### config.mk
export PLATFORM = sky130hd
export DESIGN_NAME = router_ctrl
export DESIGN_NICKNAME = d
export VERILOG_FILES = /design/src/rtl/router_ctrl.sv
export SDC_FILE = /design/constraint.sdc
export NUM_CORES = 1
export LEC_CHECK = 0
export CAP_MARGIN = 5
export CORE_MARGIN = 8
export CORE_UTILIZATION = 30
export DETAILED_ROUTE_END_ITERATION = 10
export GPL_ROUTABILITY_DRIVEN = 0
export GPL_TIMING_DRIVEN = 0
export PLACE_DENSITY = 0.5
export SLEW_MARGIN = 20
export SYNTH_ARGS = -nofsm -noshare
export SYNTH_HDL_FRONTEND = slang
export SYNTH_SLANG_ARGS = --single-unit
### constraint.sdc
create_clock -name clock -period 2.9 [get_ports clock]
set_clock_uncertainty 0.2 [all_clocks]
set_input_delay 0.435 -clock clock [delete_from_list [all_inputs] [get_ports clock]]
set_output_delay 0.435 -clock clock [all_outputs]
set_load 0.1 [all_outputs]
### src/rtl/router_ctrl.sv
// Packet controller for three output FIFOs: header decode, header/payload write sequencing, length/parity check,
// per-port unread watchdog. Header written 1 cycle after acceptance; busy holds the source while waiting, stalled or checking.
module router_ctrl #(
  parameter int TIMEOUT = 30
) (
  input  logic       clock,
  input  logic       resetn,
  input  logic       pkt_valid,
  input  logic [7:0] data_in,
  input  logic [2:0] fifo_full,
  input  logic [2:0] fifo_empty,
  input  logic [2:0] read_enb,
  output logic [2:0] write_enb,
  output logic [7:0] fifo_din,
  output logic       lfd_state,
  output logic       busy,
  output logic [2:0] valid_out,
  output logic [2:0] soft_reset,
  output logic       parity_err,
  output logic       len_err
);

  typedef enum logic [2:0] {
    DECODE_ADDRESS, WAIT_TILL_EMPTY, LOAD_FIRST_DATA, LOAD_DATA, CHECK_PARITY, DROP
  } state_t;

  localparam int CW = $clog2(TIMEOUT + 1);

  state_t     state;
  logic [1:0] addr_reg;
  logic [7:0] hdr_reg;
  logic [7:0] par_acc;
  logic [5:0] len_cnt;
  logic [7:0] par_byte;
  logic [CW-1:0] wd_cnt [3];

  // Padded to four entries so a 2-bit address always indexes in range.
  logic [3:0] full_pad, empty_pad, srst_pad;
  logic       act_full, act_srst;

  assign full_pad  = {1'b0, fifo_full};
  assign empty_pad = {1'b0, fifo_empty};
  assign srst_pad  = {1'b0, soft_reset};
  assign act_full  = full_pad[addr_reg];
  assign act_srst  = srst_pad[addr_reg];
  assign valid_out = ~fifo_empty;

  always_comb begin
    write_enb = 3'b000;
    fifo_din  = data_in;
    lfd_state = 1'b0;
    busy      = 1'b0;
    case (state)
      WAIT_TILL_EMPTY: busy = 1'b1;
      LOAD_FIRST_DATA: begin
        busy      = 1'b1;
        fifo_din  = hdr_reg;
        lfd_state = 1'b1;
        if (!act_srst) write_enb = 3'b001 << addr_reg;
      end
      LOAD_DATA: begin
        busy = act_full | act_srst;
        if (!act_full && !act_srst) write_enb = 3'b001 << addr_reg;
      end
      CHECK_PARITY: busy = 1'b1;
      default: ;
    endcase
  end

  always_ff @(posedge clock or negedge resetn) begin
    if (!resetn) begin
      state      <= DECODE_ADDRESS;
      addr_reg   <= 2'd0;
      hdr_reg    <= 8'd0;
      par_acc    <= 8'd0;
      len_cnt    <= 6'd0;
      par_byte   <= 8'd0;
      parity_err <= 1'b0;
      len_err    <= 1'b0;
    end else begin
      case (state)
        DECODE_ADDRESS: begin
          if (pkt_valid) begin
            if (data_in[1:0] != 2'd3) begin
              addr_reg <= data_in[1:0];
              hdr_reg  <= data_in;
              par_acc  <= data_in;
              len_cnt  <= 6'd0;
              state    <= empty_pad[data_in[1:0]] ? LOAD_FIRST_DATA : WAIT_TILL_EMPTY;
            end else begin
              state <= DROP;
            end
          end
        end
        WAIT_TILL_EMPTY: begin
          if (act_srst) state <= DROP;
          else if (empty_pad[addr_reg]) state <= LOAD_FIRST_DATA;
        end
        LOAD_FIRST_DATA: state <= act_srst ? DROP : LOAD_DATA;
        LOAD_DATA: begin
          if (act_srst) begin
            state <= DROP;
          end else if (!act_full) begin
            if (pkt_valid) begin
              par_acc <= par_acc ^ data_in;
              if (len_cnt != 6'd63) len_cnt <= len_cnt + 6'd1;
            end else begin
              par_byte <= data_in;
              state    <= CHECK_PARITY;
            end
          end
        end
        CHECK_PARITY: begin
          parity_err <= (par_acc != par_byte);
          len_err    <= (len_cnt != hdr_reg[7:2]);
          state      <= DECODE_ADDRESS;
        end
        DROP: if (!pkt_valid) state <= DECODE_ADDRESS;
        default: state <= DECODE_ADDRESS;
      endcase
    end
  end

  // Watchdog: counts consecutive edges with data present and no read.
  always_ff @(posedge clock or negedge resetn) begin
    if (!resetn) begin
      soft_reset <= 3'b000;
      for (int i = 0; i < 3; i++) wd_cnt[i] <= '0;
    end else begin
      for (int i = 0; i < 3; i++) begin
        if (valid_out[i] && !read_enb[i]) begin
          if (wd_cnt[i] == CW'(TIMEOUT - 1)) begin
            wd_cnt[i]     <= '0;
            soft_reset[i] <= 1'b1;
          end else begin
            wd_cnt[i]     <= wd_cnt[i] + 1'b1;
            soft_reset[i] <= 1'b0;
          end
        end else begin
          wd_cnt[i]     <= '0;
          soft_reset[i] <= 1'b0;
        end
      end
    end
  end

endmodule

[Word-level counts from Yosys, hierarchy flattened]
Index checks and enable logic that the tools add are counted.
Storage, ports and cells
  input bits: 20
  memories: 0
  bits in read-only memories: 0
  output and inout bits: 21
  RAM bits: 0
  bits in latches: 0
  word-level logic and storage cells: 114
  register bits after elaboration: 55
Cells by class
  shift operators: 1
  bitwise gates (word level): 6
  reductions and logical operators: 17
  $lt $le $gt $ge: 2
  equality and inequality tests: 22
  muxes and demuxes: 50
  add/subtract/negate cells: 4
  div/mod/pow operators: 0
  multipliers: 0
Operators with widths (number)
  $mux 8: 6
  $mux 6: 6
  $mux 3: 11
  $mux 5: 6
  $ne 2x2->1 const B: 8
  $pmux 8 s2: 1
  $add 5x1->5 const B: 3
  $eq 5x5->1 const B: 3
  $pmux 3 s5: 1
  $pmux 6 s2: 1
  $mux 1: 11
  $ne 3x3->1 const B: 3
  $bmux 1 s2: 4
  $ne 8x8->1: 1
  $xor 8x8->8: 1
  $reduce_and 7->1: 1
  $add 6x1->6 const B: 1
  $eq 3x2->1 const B: 2
  $eq 3x3->1 const B: 2
  $lt 2x3->1 const B: 2
  $ne 6x6->1: 1
  $ne 6x6->1 const B: 1
  $pmux 3 s2: 1
  $reduce_and 6->1: 1
  15 further kinds: 24

[Depth between registers and ports, before layout]
Gate-level depths: netlist of the first run.
  word-level depth: 6
  mapped depth: 7
  mapped depth without buffers: 6

[Least setup slack after synthesis of the first run]
No wires, ideal clock.
  path type: reg-to-output
  start: reg state[0]
  end: out write_enb[2]
  path slack: -1.578 ns
  data arrival time: 3.843 ns
  path buffers: 2
  required time: 2.265 ns
  cell stages (with the launch flop): 6
  cells stage by stage: dfrtp_1 > clkbuf_1 > nor3_1 > buf_2 > o21ai_0 > nor3b_1
On the way
  word-level cells in the longest chain between the ends: 2
  elaborated cells on any way between the ends: 3
  classes of those cells: eq/ne: 2; mux: 1
Ends and longest elaborated chain
  from (decl): RTL line 29  | state_t state;
  from (signal assigned): RTL line 89  | state <= empty_pad[data_in[1:0]] ? LOAD_FIRST_DATA : WAIT_TILL_EMPTY;
  from (signal assigned): RTL line 99  | LOAD_FIRST_DATA: state <= act_srst ? DROP : LOAD_DATA;
  $eq 3x2->1: RTL line 53  | case (state)
  $pmux 3 s2 (*): RTL line 53
  to (decl): RTL line 13  | output logic [2:0] write_enb,
Mark *: on every way between the ends. The rest lies on a longest branch, timed or not.

[Worst setup path after layout of the first run]
  start: in fifo_empty[1]
  end: out valid_out[1]
On the way
  word-level cells in the longest chain between the ends: 1
Ends and longest elaborated chain
  from (decl): RTL line 11  | input logic [2:0] fifo_empty,
  $not 3->3: RTL line 46  | assign valid_out = ~fifo_empty;
  to (decl): RTL line 17  | output logic [2:0] valid_out,
No other way between the ends.

==> flow_metrics.py, run 1 <==
metrics = {
    "grt": {
        "antenna_found_initial": 0,
        "grt_overflow": 0,
        "grt_pass1_vias": 2343,
        "grt_pass1_wl_mm": 12.0,
        "grt_use_met3_pct": 1.88,
        "use_met1_pct": 14.2,
        "top_usage_layer": "met2",
        "met2_usage_pct": 19.3,
        "grt_start_max_net_pins": 54,
        "grt_usage_pct": 11.3,
    },
    "cts": {
        "clk_pin_slew_ns": 0.09,
        "cts_root_buf": "clkbuf_8",
        "cts_tree": "yes",
        "clk_latency_ns": 0.30,
        "clockBufferDepth": 2,
        "numCtsBuffers": 5,
        "cts.sinks": 53,
        "htree_levels": 2,
    },
    "synthesis": {
        "yosysTopAreaCell": "dfrtp_1",
        "synth_most_common_cell": "dfrtp_1",
        "ys_seq_area_share_pct": 44.4,
        "syn_nets": 319,
        "synth_cell_types": 52,
        "postSynthAreaPerCell_um2": 10.2,
        "synthTopCellsByArea": "dfrtp_1 44%, mux2_2 9.4%, xnor2_1 4.7%, nor2_1 4.3%, ha_1 2.9%",
        "synth_edf_count": 0,
        "ys.flop_type": "dfrtp_1",
        "ys_warn_count": 0,
        "async_flop_share_pct": 100,
        "ys_ff_latch": 53,
        "synth_top_area_share_pct": 44.4,
        "synthCells": 292,
        "mappedNetlistArea_um2": 2990,
        "ys_top_cells_by_count": "53 x dfrtp_1, 34 x nor2_1, 25 x mux2_2",
    },
    "setup_path": {
        "worstPathArrival_ns": 2.18,
        "crit_slowest_cell": "clkdlybuf4s50_1",
        "setup.worst_path.end_class": "output port",
        "rr_worst_depth": 6,
        "worst-path-max-fanout": 5,
        "critical_path.max_stage_delay_ns": 1.13,
        "worstReg2RegEnd": "par_acc[6]$_DFFE_PN0P_",
        "worstPathCellList": "clkdlybuf4s50_1 > inv_1 > clkdlybuf4s50_1",
        "rrSetupSlack_ns": 0.52,
        "cpMostUsedCell": "clkdlybuf4s50_1",
        "critPathKind": "input pin to output port",
        "worstPathRequired_ns": 2.27,
        "worstSetupStartpointType": "input pin",
        "r2r_start": "hdr_reg[1]$_DFFE_PN0P_",
    },
    "layout": {
        "largest_registers": "wd_cnt x15, par_acc x8, par_byte x8",
        "nets": 364,
        "fin_area_um2": 3690,
        "largest_register": "wd_cnt",
        "post-route-util_pct": 37.9,
        "n_antenna_cell": 0,
        "stdcell_count": 471,
        "drive_gt1_share_pct": 22.8,
        "largest_reg_flops": 15,
        "area_growth_pct": 23.4,
        "nFillCells": 987,
        "seqCellArea_um2": 1330,
        "multiInputGateArea_um2": 1620,
    },
    "place": {
        "dp_hpwl_mm": 5.34,
        "dp.cells": 463,
        "numPortBuffers": 38,
        "placed_cell_area_um2": 3590,
    },
    "sta": {
        "holdWs_ns": 0.291,
        "fin_crit_sh_pct": 96.9,
        "worst_pin_slew_ns": 0.982,
        "drv_slew": 0,
        "setup_viol": 0,
        "fmax_mhz": 356,
        "layout_min_cycle_time_ns": 2.81,
        "relSlewSlack_pct": 34.3,
        "rsz0062_at_grt": "no",
        "hold_violations": 0,
    },
    "pwr": {
        "leakagePower_nw": 1.52,
        "finalPower_mw": 3.66,
        "power_density_nw_per_um2": 992,
        "ir_worst_vdd_mv": 0.299,
    },
    "floorplanning": {
        "core_area_um2": 9730,
        "rows": 36,
        "initial_core_util_pct": 30.7,
        "die-height_um": 116,
        "die_area_um2": 13400,
        "ioPinCount": 41,
        "die_x_um": 116,
    },
    "detailed_routing": {
        "drtIter0Drc": 77,
        "avgRoutedWirePerCell_um": 15.2,
        "dr.pass1.iters": 4,
        "vias": 2329,
        "via_per_inst": 4.94,
        "ant_nets": 0,
        "wl_mm": 7.17,
        "route.detailed.drc": 0,
    },
    "min_path": {
        "hold_start": "parity_err$_DFFE_PN0P_",
        "hold_end": "parity_err$_DFFE_PN0P_",
        "hold_class": "flop to flop",
        "holdPathStages": 2,
    },
    "flow_run": {
        "drv_cap": 0,
    },
    "run_status": {
        "status": "completed",
    },
}
what timing repair did:
item	in CTS	in global routing
endpoints found under the hold margin	10	0
resized for setup	63	6
hold buffers	1	0
cloned	0	0
setup buffers	0	0
endpoints found under the setup margin	13	4
cells in the final DEF (no fill, tap or decap), types with 2 or more instances in the layout:
| cell type | instances |
|---|---|
| a31oi_1 | 4 |
| mux2i_1 | 2 |
| o21ai_2 | 4 |
| buf_4 | 4 |
| a21oi_2 | 3 |
| nand3b_1 | 2 |
| and2_1 | 4 |
| nand2_1 | 18 |
| nor3b_4 | 2 |
| ha_1 | 7 |
| xnor2_1 | 16 |
| nand3_1 | 10 |
| bufinv_16 | 2 |
| and3_1 | 3 |
| a32o_1 | 2 |
| xor2_1 | 8 |
| o41ai_1 | 2 |
| mux2i_2 | 2 |
| clkbuf_8 | 5 |
| nand4_1 | 6 |
| nor2_1 | 34 |
| o21a_1 | 3 |
| dfrtp_1 | 50 |
| o32ai_1 | 2 |
| nor3_1 | 5 |
| buf_6 | 3 |
| mux2_2 | 25 |
| buf_2 | 11 |
| a31o_2 | 2 |
| nand2b_1 | 3 |
| a21oi_1 | 14 |
| inv_1 | 10 |
| clkbuf_1 | 2 |
| a31o_1 | 6 |
| clkdlybuf4s50_1 | 24 |
| nor3_4 | 2 |
| dfrtp_2 | 3 |
| o21ai_0 | 6 |
| nand2_2 | 2 |
metrics by stage:
stage	setup TNS [ns]	worst slack, ns
2_1_floorplan	0	0.0758
3_3_place_gp	-36.87	-0.819
3_5_place_dp	-4.01	-0.719
4_1_cts	0	0.0264
5_1_grt	0	0.0329
6_report	0	0.0897
per-layer routing:
| layer | vias to the layer above | part of all wire (%) | wire length (µm) |
|---|---|---|---|
| met1 | 1163 | 46 | 3290 |
| li1 | 1141 | - | - |
| met2 | 20 | 52 | 3690 |
| met5 | - | 0 | 0 |
| met3 | 5 | 1.5 | 110 |
| met4 | 0 | 1.1 | 78 |
power breakdown:
group	internal [mW]	switching, mW
Sequential	0.950	0.230
Combinational	0.692	1.19
Clock	0.343	0.248
Total	1.99	1.67
how the worst max path moves through the flow:
stage | startpoint | endpoint | slack (ns) | cells after the start
detailed placement | fifo_full[2] | write_enb[1] | -0.72 | 7
CTS | hdr_reg[1]$_DFFE_PN0P_ | write_enb[0] | 0.03 | 5
global placement | resetn | soft_reset[1]$_DFF_PN0_ | -0.82 | 1
global route | fifo_empty[1] | valid_out[1] | 0.03 | 3
finish | fifo_empty[1] | valid_out[1] | 0.09 | 3
floorplan | state[0]$_DFFE_PN0P_ | write_enb[1] | 0.08 | 5
cells by family after synthesis:
group / synth area share [%]
simple gates: 17.1
mux: 10.8
buf+inv: 3.26
compound gates: 14.5
fa+ha+maj: 2.93
flops: 44.4
xor+xnor: 7.03
critical path: cells and delay by family:
kind | cells | cell delay [ns]
buffers and inverters | 3 | 1.73
area by class of cell:
| class | instances | area share [%] |
|---|---|---|
| plain buffers | 9 | 1.70 |
| inverters | 10 | 1.02 |
| well taps | 133 | 4.51 |
| clock inverters | 3 | 1.76 |
| repair buffers | 39 | 9.13 |
| clock buffers | 5 | 1.87 |
| multi-input cells | 219 | 43.9 |
| flip-flops and latches | 53 | 36.1 |
Power figures use the tool's default switching activity.
==> run 2, diff against run 1 <==
--- a/config.mk
+++ b/config.mk
@@ -9,9 +9,9 @@
 export CORE_MARGIN = 8
 export CORE_UTILIZATION = 30
 export DETAILED_ROUTE_END_ITERATION = 10
+export DONT_BUFFER_PORTS = 1
 export GPL_ROUTABILITY_DRIVEN = 0
 export GPL_TIMING_DRIVEN = 0
-export PLACE_DENSITY = 0.5
 export SLEW_MARGIN = 20
 export SYNTH_ARGS = -nofsm -noshare
 export SYNTH_HDL_FRONTEND = slang
==> constraint.sdc (replaced) <==
create_clock -name clock -period 2.5 [get_ports clock]
set_clock_uncertainty 0.2 [all_clocks]
set_input_delay 0.375 -clock clock [delete_from_list [all_inputs] [get_ports clock]]
set_output_delay 0.375 -clock clock [all_outputs]
set_load 0.1 [all_outputs]
==> flow_metrics.py, run 2 (synthesized netlist as in run 1, its figures left out) <==
metrics = {
    "layout": {
        "largest_register": "wd_cnt",
        "stdcell_count": 475,
        "final_common_cell": "dfrtp_1",
        "seqCellArea_um2": 1340,
        "largest_registers": "wd_cnt x15, par_acc x8, par_byte x8",
        "area_growth_pct": 29.9,
        "nFillCells": 949,
        "layout_common_cells": "46 x dfrtp_1, 32 x nor2_1, 21 x buf_4, 21 x mux2_2",
        "drive_gt1_share_pct": 28.9,
        "n_antenna_cell": 0,
        "largest_reg_flops": 15,
        "multiInputGateArea_um2": 1710,
        "nets": 368,
    },
    "detailed_routing": {
        "ant_nets": 0,
        "via_per_inst": 5.05,
        "dr.pass1.iters": 4,
        "vias": 2397,
        "wl_mm": 7.89,
        "drtIter0Drc": 122,
        "avgRoutedWirePerCell_um": 16.6,
        "route.detailed.drc": 0,
    },
    "grt": {
        "antenna_found_initial": 0,
        "grt_use_met3_pct": 2.66,
        "grt_pass1_vias": 2404,
        "grt_overflow": 0,
        "grt_start_max_net_pins": 54,
        "top_usage_layer": "met2",
        "grt_usage_pct": 12.2,
        "use_met1_pct": 14.4,
        "met2_usage_pct": 20.7,
        "grt_pass1_wl_mm": 12.9,
    },
    "floorplanning": {
        "rows": 36,
        "core_area_um2": 9730,
        "initial_core_util_pct": 30.7,
        "die-height_um": 116,
        "die_area_um2": 13400,
        "die_x_um": 116,
        "ioPinCount": 41,
    },
    "place": {
        "numPortBuffers": 0,
        "dp_hpwl_mm": 5.05,
        "dp_slack_ns": -0.197,
        "dp.cells": 425,
    },
    "run_status": {
        "failed_checks": "setup timing",
        "status": "finished with violations",
    },
    "setup_path": {
        "worst-path-max-fanout": 3,
        "worstPathArrival_ns": 2.31,
        "setup.worst_path.end_class": "output port",
        "worstPathRequired_ns": 1.92,
        "worstSetupStartpointType": "flop",
        "worstPathCellList": "mux2i_4 > o21a_4 > o21ai_4 > nor3b_4",
        "critical_path.max_stage_delay_ns": 0.86,
        "path_buf_inv": 0,
        "critPathKind": "flop to output port",
        "critPathTopFamily": "simple AND/OR/NAND/NOR gates",
        "crit_slowest_cell": "nor3b_4",
    },
    "sta": {
        "layout_setup_ws_ns": -0.385,
        "fmax_mhz": 347,
        "worst_pin_slew_ns": 1.05,
        "rsz0062_at_grt": "yes",
        "fin_crit_sh_pct": 115,
        "drv_slew": 0,
        "hold_violations": 0,
        "layout_min_cycle_time_ns": 2.88,
        "setup_viol": 4,
        "relSlewSlack_pct": 29.8,
    },
    "cts": {
        "numCtsBuffers": 5,
        "clockBufferDepth": 2,
        "cts.sinks": 53,
        "cts_root_buf": "clkbuf_8",
        "clk_pin_slew_ns": 0.10,
        "clk_latency_ns": 0.32,
        "cts_tree": "yes",
        "htree_levels": 2,
    },
    "min_path": {
        "hold_class": "input pin to flop",
    },
    "pwr": {
        "finalPower_mw": 4.47,
        "ir_worst_vdd_mv": 0.356,
        "power_density_nw_per_um2": 1150,
        "leakagePower_nw": 1.62,
    },
    "flow_run": {
        "drv_cap": 0,
    },
}
## run 2: changes by cell type in the layout (fill, tap and decap cells not counted), moves of 9 or more
cell / before / now
clkdlybuf4s50_1: 24 / 0
dlygate4sd3_1: 1 / 18
buf_2: 11 / 2
buf_4: 4 / 21
## run 2: layout make-up
| class | instances | area share (%) |
|---|---|---|
| buffer | 9 | 2.22 |
| inverter | 10 | 0.966 |
| sequential | 53 | 34.5 |
| tap | 133 | 4.28 |
| clock buffer | 7 | 2.48 |
| timing repair buffer | 43 | 11.5 |
| multi-input combinational | 219 | 43.9 |
| clock inverter | 1 | 0.129 |
## run 2: worst reg2reg max path, delay by kind of cell (launching register included)
family / cells / cell delay, ns
buffers and inverters: 3 / 0.41
muxes: 2 / 0.58
DFF: 1 / 0.64
AOI/OAI and AO/OA: 1 / 0.17
and+or+nand+nor: 2 / 0.35
## run 2: where the power goes
part           switching, mW  internal, mW
Combinational           1.39          1.02
Sequential             0.406          1.11
Clock                  0.298         0.251
## run 2: routing by layer
| layer | up-vias | routed length (µm) |
|---|---|---|
| li1 | 1147 | - |
| met1 | 1191 | 3380 |
| met2 | 48 | 4030 |
| met3 | 11 | 304 |
| met4 | 0 | 166 |
| met5 | - | 0 |
## run 2: through the flow
| stage | hold WS [ns] | instance area [µm²] | utilization [%] | setup TNS, ns |
|---|---|---|---|---|
| CTS | 0.000849 | 3740 | 38.5 | -1.75 |
| detailed placement | -0.119 | 3270 | 33.6 | -0.470 |
| global route | 0.00102 | 3880 | 39.9 | -1.68 |
| finish | 0.0146 | 3880 | 39.9 | -1.30 |
| global placement | -0.119 | 3270 | 33.6 | -0.486 |
| floorplan | -0.121 | 3110 | - | -0.115 |
## run 2: path summary, 6_finish.rpt
kind	cells past startpoint	from	slack [ns]	end
max	4	soft_reset[0]$_DFF_PN0_	-0.38	write_enb[2]
min	1	data_in[7]	0.01	hdr_reg[7]$_DFFE_PN0P_
max reg2reg	8	soft_reset[0]$_DFF_PN0_	0.06	par_byte[5]$_DFFE_PN0P_
min reg2reg	1	wd_cnt[10]$_DFF_PN0_	0.30	wd_cnt[10]$_DFF_PN0_
max in group asynchronous	2	resetn	1.49	soft_reset[0]$_DFF_PN0_
min in group asynchronous	2	resetn	0.37	wd_cnt[13]$_DFF_PN0_
## run 2: what timing repair did
action / 4_1_cts / 5_1_grt
pin swaps: 10 / 5
hold buffers: 14 / 5
gates resized for setup: 17 / 4
cloned: 1 / 0
buffers inserted: 13 / 12
setup endpoints to repair: 12 / 28
endpoints found under the hold margin: 67 / 6
==> run 3, diff against run 2 <==
--- a/config.mk
+++ b/config.mk
@@ -12,6 +12,7 @@
 export DONT_BUFFER_PORTS = 1
 export GPL_ROUTABILITY_DRIVEN = 0
 export GPL_TIMING_DRIVEN = 0
+export PLACE_DENSITY_LB_ADDON = 0.15
 export SLEW_MARGIN = 20
 export SYNTH_ARGS = -nofsm -noshare
 export SYNTH_HDL_FRONTEND = slang
==> flow_metrics.py, run 3 (synthesized netlist as in run 1, its figures left out) <==
metrics = {
    "run_status": {
        "status": "finished with violations",
        "failed_checks": "setup timing",
    },
    "cts": {
        "numCtsBuffers": 5,
        "cts_root_buf": "clkbuf_8",
        "cts.sinks": 53,
        "clockBufferDepth": 2,
        "clk_latency_ns": 0.31,
        "cts_tree": "yes",
        "clk_pin_slew_ns": 0.11,
        "htree_levels": 2,
    },
    "detailed_routing": {
        "vias": 2345,
        "drtIter0Drc": 126,
        "avgRoutedWirePerCell_um": 17.0,
        "via_per_inst": 5.01,
        "dr.pass1.iters": 4,
        "route.detailed.drc": 0,
        "wl_mm": 7.94,
        "ant_nets": 0,
    },
    "grt": {
        "grt_pass1_wl_mm": 13.1,
        "use_met1_pct": 15.1,
        "grt_overflow": 0,
        "grt_start_max_net_pins": 54,
        "antenna_found_initial": 0,
        "top_usage_layer": "met2",
        "met2_usage_pct": 21.7,
        "grt_use_met3_pct": 2.66,
        "grt_pass1_vias": 2474,
        "grt_usage_pct": 12.5,
    },
    "place": {
        "dp_slack_ns": -0.211,
        "numPortBuffers": 0,
        "dp.cells": 425,
        "placed_cell_area_um2": 3270,
        "dp_hpwl_mm": 5.28,
    },
    "setup_path": {
        "rrSetupSlack_ns": 0.05,
        "crit_cells": 4,
        "crit_slowest_cell": "nor3b_4",
        "critPathTopFamily": "simple AND/OR/NAND/NOR gates",
        "path_buf_inv": 0,
        "worst-path-max-fanout": 3,
        "rr_worst_depth": 9,
        "crit_start": "soft_reset[0]$_DFF_PN0_",
        "worstPathCellList": "mux2i_4 > o21a_4 > o21ai_4 > nor3b_4",
        "setup.worst_path.end_class": "output port",
        "worstPathArrival_ns": 2.33,
        "endpoint": "write_enb[1]",
        "r2r_start": "soft_reset[0]$_DFF_PN0_",
        "worstSetupStartpointType": "flop",
        "worstReg2RegEnd": "par_acc[0]$_DFFE_PN0P_",
        "critPathKind": "flop to output port",
        "critical_path.max_stage_delay_ns": 0.87,
        "worstPathRequired_ns": 1.92,
    },
    "pwr": {
        "power_switching_mw": 2.08,
        "ir_worst_vdd_mv": 0.317,
        "power_density_nw_per_um2": 1150,
        "leakagePower_nw": 1.59,
        "power_frac_clock_pct": 13.8,
        "p_sw_share_pct": 46.8,
        "p_comb_share_pct": 52.0,
        "p_seq_share_pct": 34.2,
        "power.internal_mw": 2.36,
    },
    "floorplanning": {
        "die_x_um": 116,
        "rows": 36,
        "initial_core_util_pct": 30.7,
        "die_area_um2": 13400,
        "ioPinCount": 41,
        "core_area_um2": 9730,
        "die-height_um": 116,
    },
    "layout": {
        "layout_common_cells": "46 x dfrtp_1, 32 x nor2_1, 21 x mux2_2",
        "largest_registers": "wd_cnt x15, par_acc x8, par_byte x8",
        "largest_register": "wd_cnt",
        "stdcell_count": 468,
        "drive_gt1_share_pct": 28.1,
        "final_common_cell": "dfrtp_1",
        "fin_area_um2": 3840,
        "n_antenna_cell": 0,
        "area_growth_pct": 28.5,
        "largest_reg_flops": 15,
        "nets": 361,
    },
    "flow_run": {
        "drv_cap": 0,
    },
    "sta": {
        "fin_crit_sh_pct": 116,
        "setup_viol": 4,
        "rsz0062_at_grt": "yes",
        "relSlewSlack_pct": 29.5,
        "worst_pin_slew_ns": 1.06,
        "fmax_mhz": 344,
        "hold_violations": 0,
        "layout_setup_ws_ns": -0.404,
        "setup_tns_ns": -1.27,
        "layout_min_cycle_time_ns": 2.90,
        "drv_slew": 0,
    },
    "min_path": {
        "hold_class": "input pin to flop",
    },
}
## run 3: worst min-delay path by stage
stage,startpoint,endpoint,slack (ns),cells after the start
3_5_place_dp,resetn,wd_cnt[10]$_DFF_PN0_,-0.12,0
3_3_place_gp,resetn,wd_cnt[10]$_DFF_PN0_,-0.12,0
6_report,data_in[2],par_acc[2]$_DFFE_PN0P_,0.01,1
5_1_grt,data_in[2],par_acc[2]$_DFFE_PN0P_,0.006,1
4_1_cts,data_in[5],par_byte[5]$_DFFE_PN0P_,0.001,1
2_1_floorplan,resetn,addr_reg[0]$_DFFE_PN0P_,-0.12,0
## run 3: area by class of cell
cell class / count / area [µm²]
flip-flops and latches: 53 / 1340
clock inverters: 2 / 38.8
fillers: 1015 / 5890
clock buffers: 6 / 72.6
well taps: 133 / 166
inverters: 10 / 37.5
repair buffers: 36 / 373
multi-input cells: 219 / 1730
plain buffers: 9 / 85.1
## run 3: metrics by stage
step	utilization, %	hold WS (ns)	total power [mW]
global route	39.5	0.00579	4.71
detailed placement	33.6	-0.119	3.52
CTS	38.4	0.00115	4.40
finish	39.5	0.0136	4.43
floorplan	-	-0.121	3.23
global placement	33.6	-0.119	3.50
## run 3: power by group through the flow
stage / clock network, mW / registers [mW] / logic, mW
finish: 0.613 / 1.52 / 2.31
global route: 0.663 / 1.56 / 2.49
CTS: 0.633 / 1.51 / 2.26
detailed placement: 0 / 1.50 / 2.02
global placement: 0 / 1.50 / 2.01
floorplan: 0 / 1.44 / 1.79
## run 3: routing by layer
metal / up-vias / share of wire, %
met5: - / 0
met3: 7 / 2.8
met1: 1187 / 45
met2: 21 / 51
met4: 0 / 1.1
li1: 1130 / -
## run 3: repair_timing
| action | 4_1_cts | 5_1_grt |
|---|---|---|
| gates cloned | 1 | 0 |
| hold buffers | 13 | 3 |
| pin swaps | 9 | 6 |
| endpoints found under the setup margin | 13 | 22 |
| endpoints found under the hold margin | 68 | 5 |
| resized for setup | 15 | 8 |
| setup buffers | 14 | 7 |
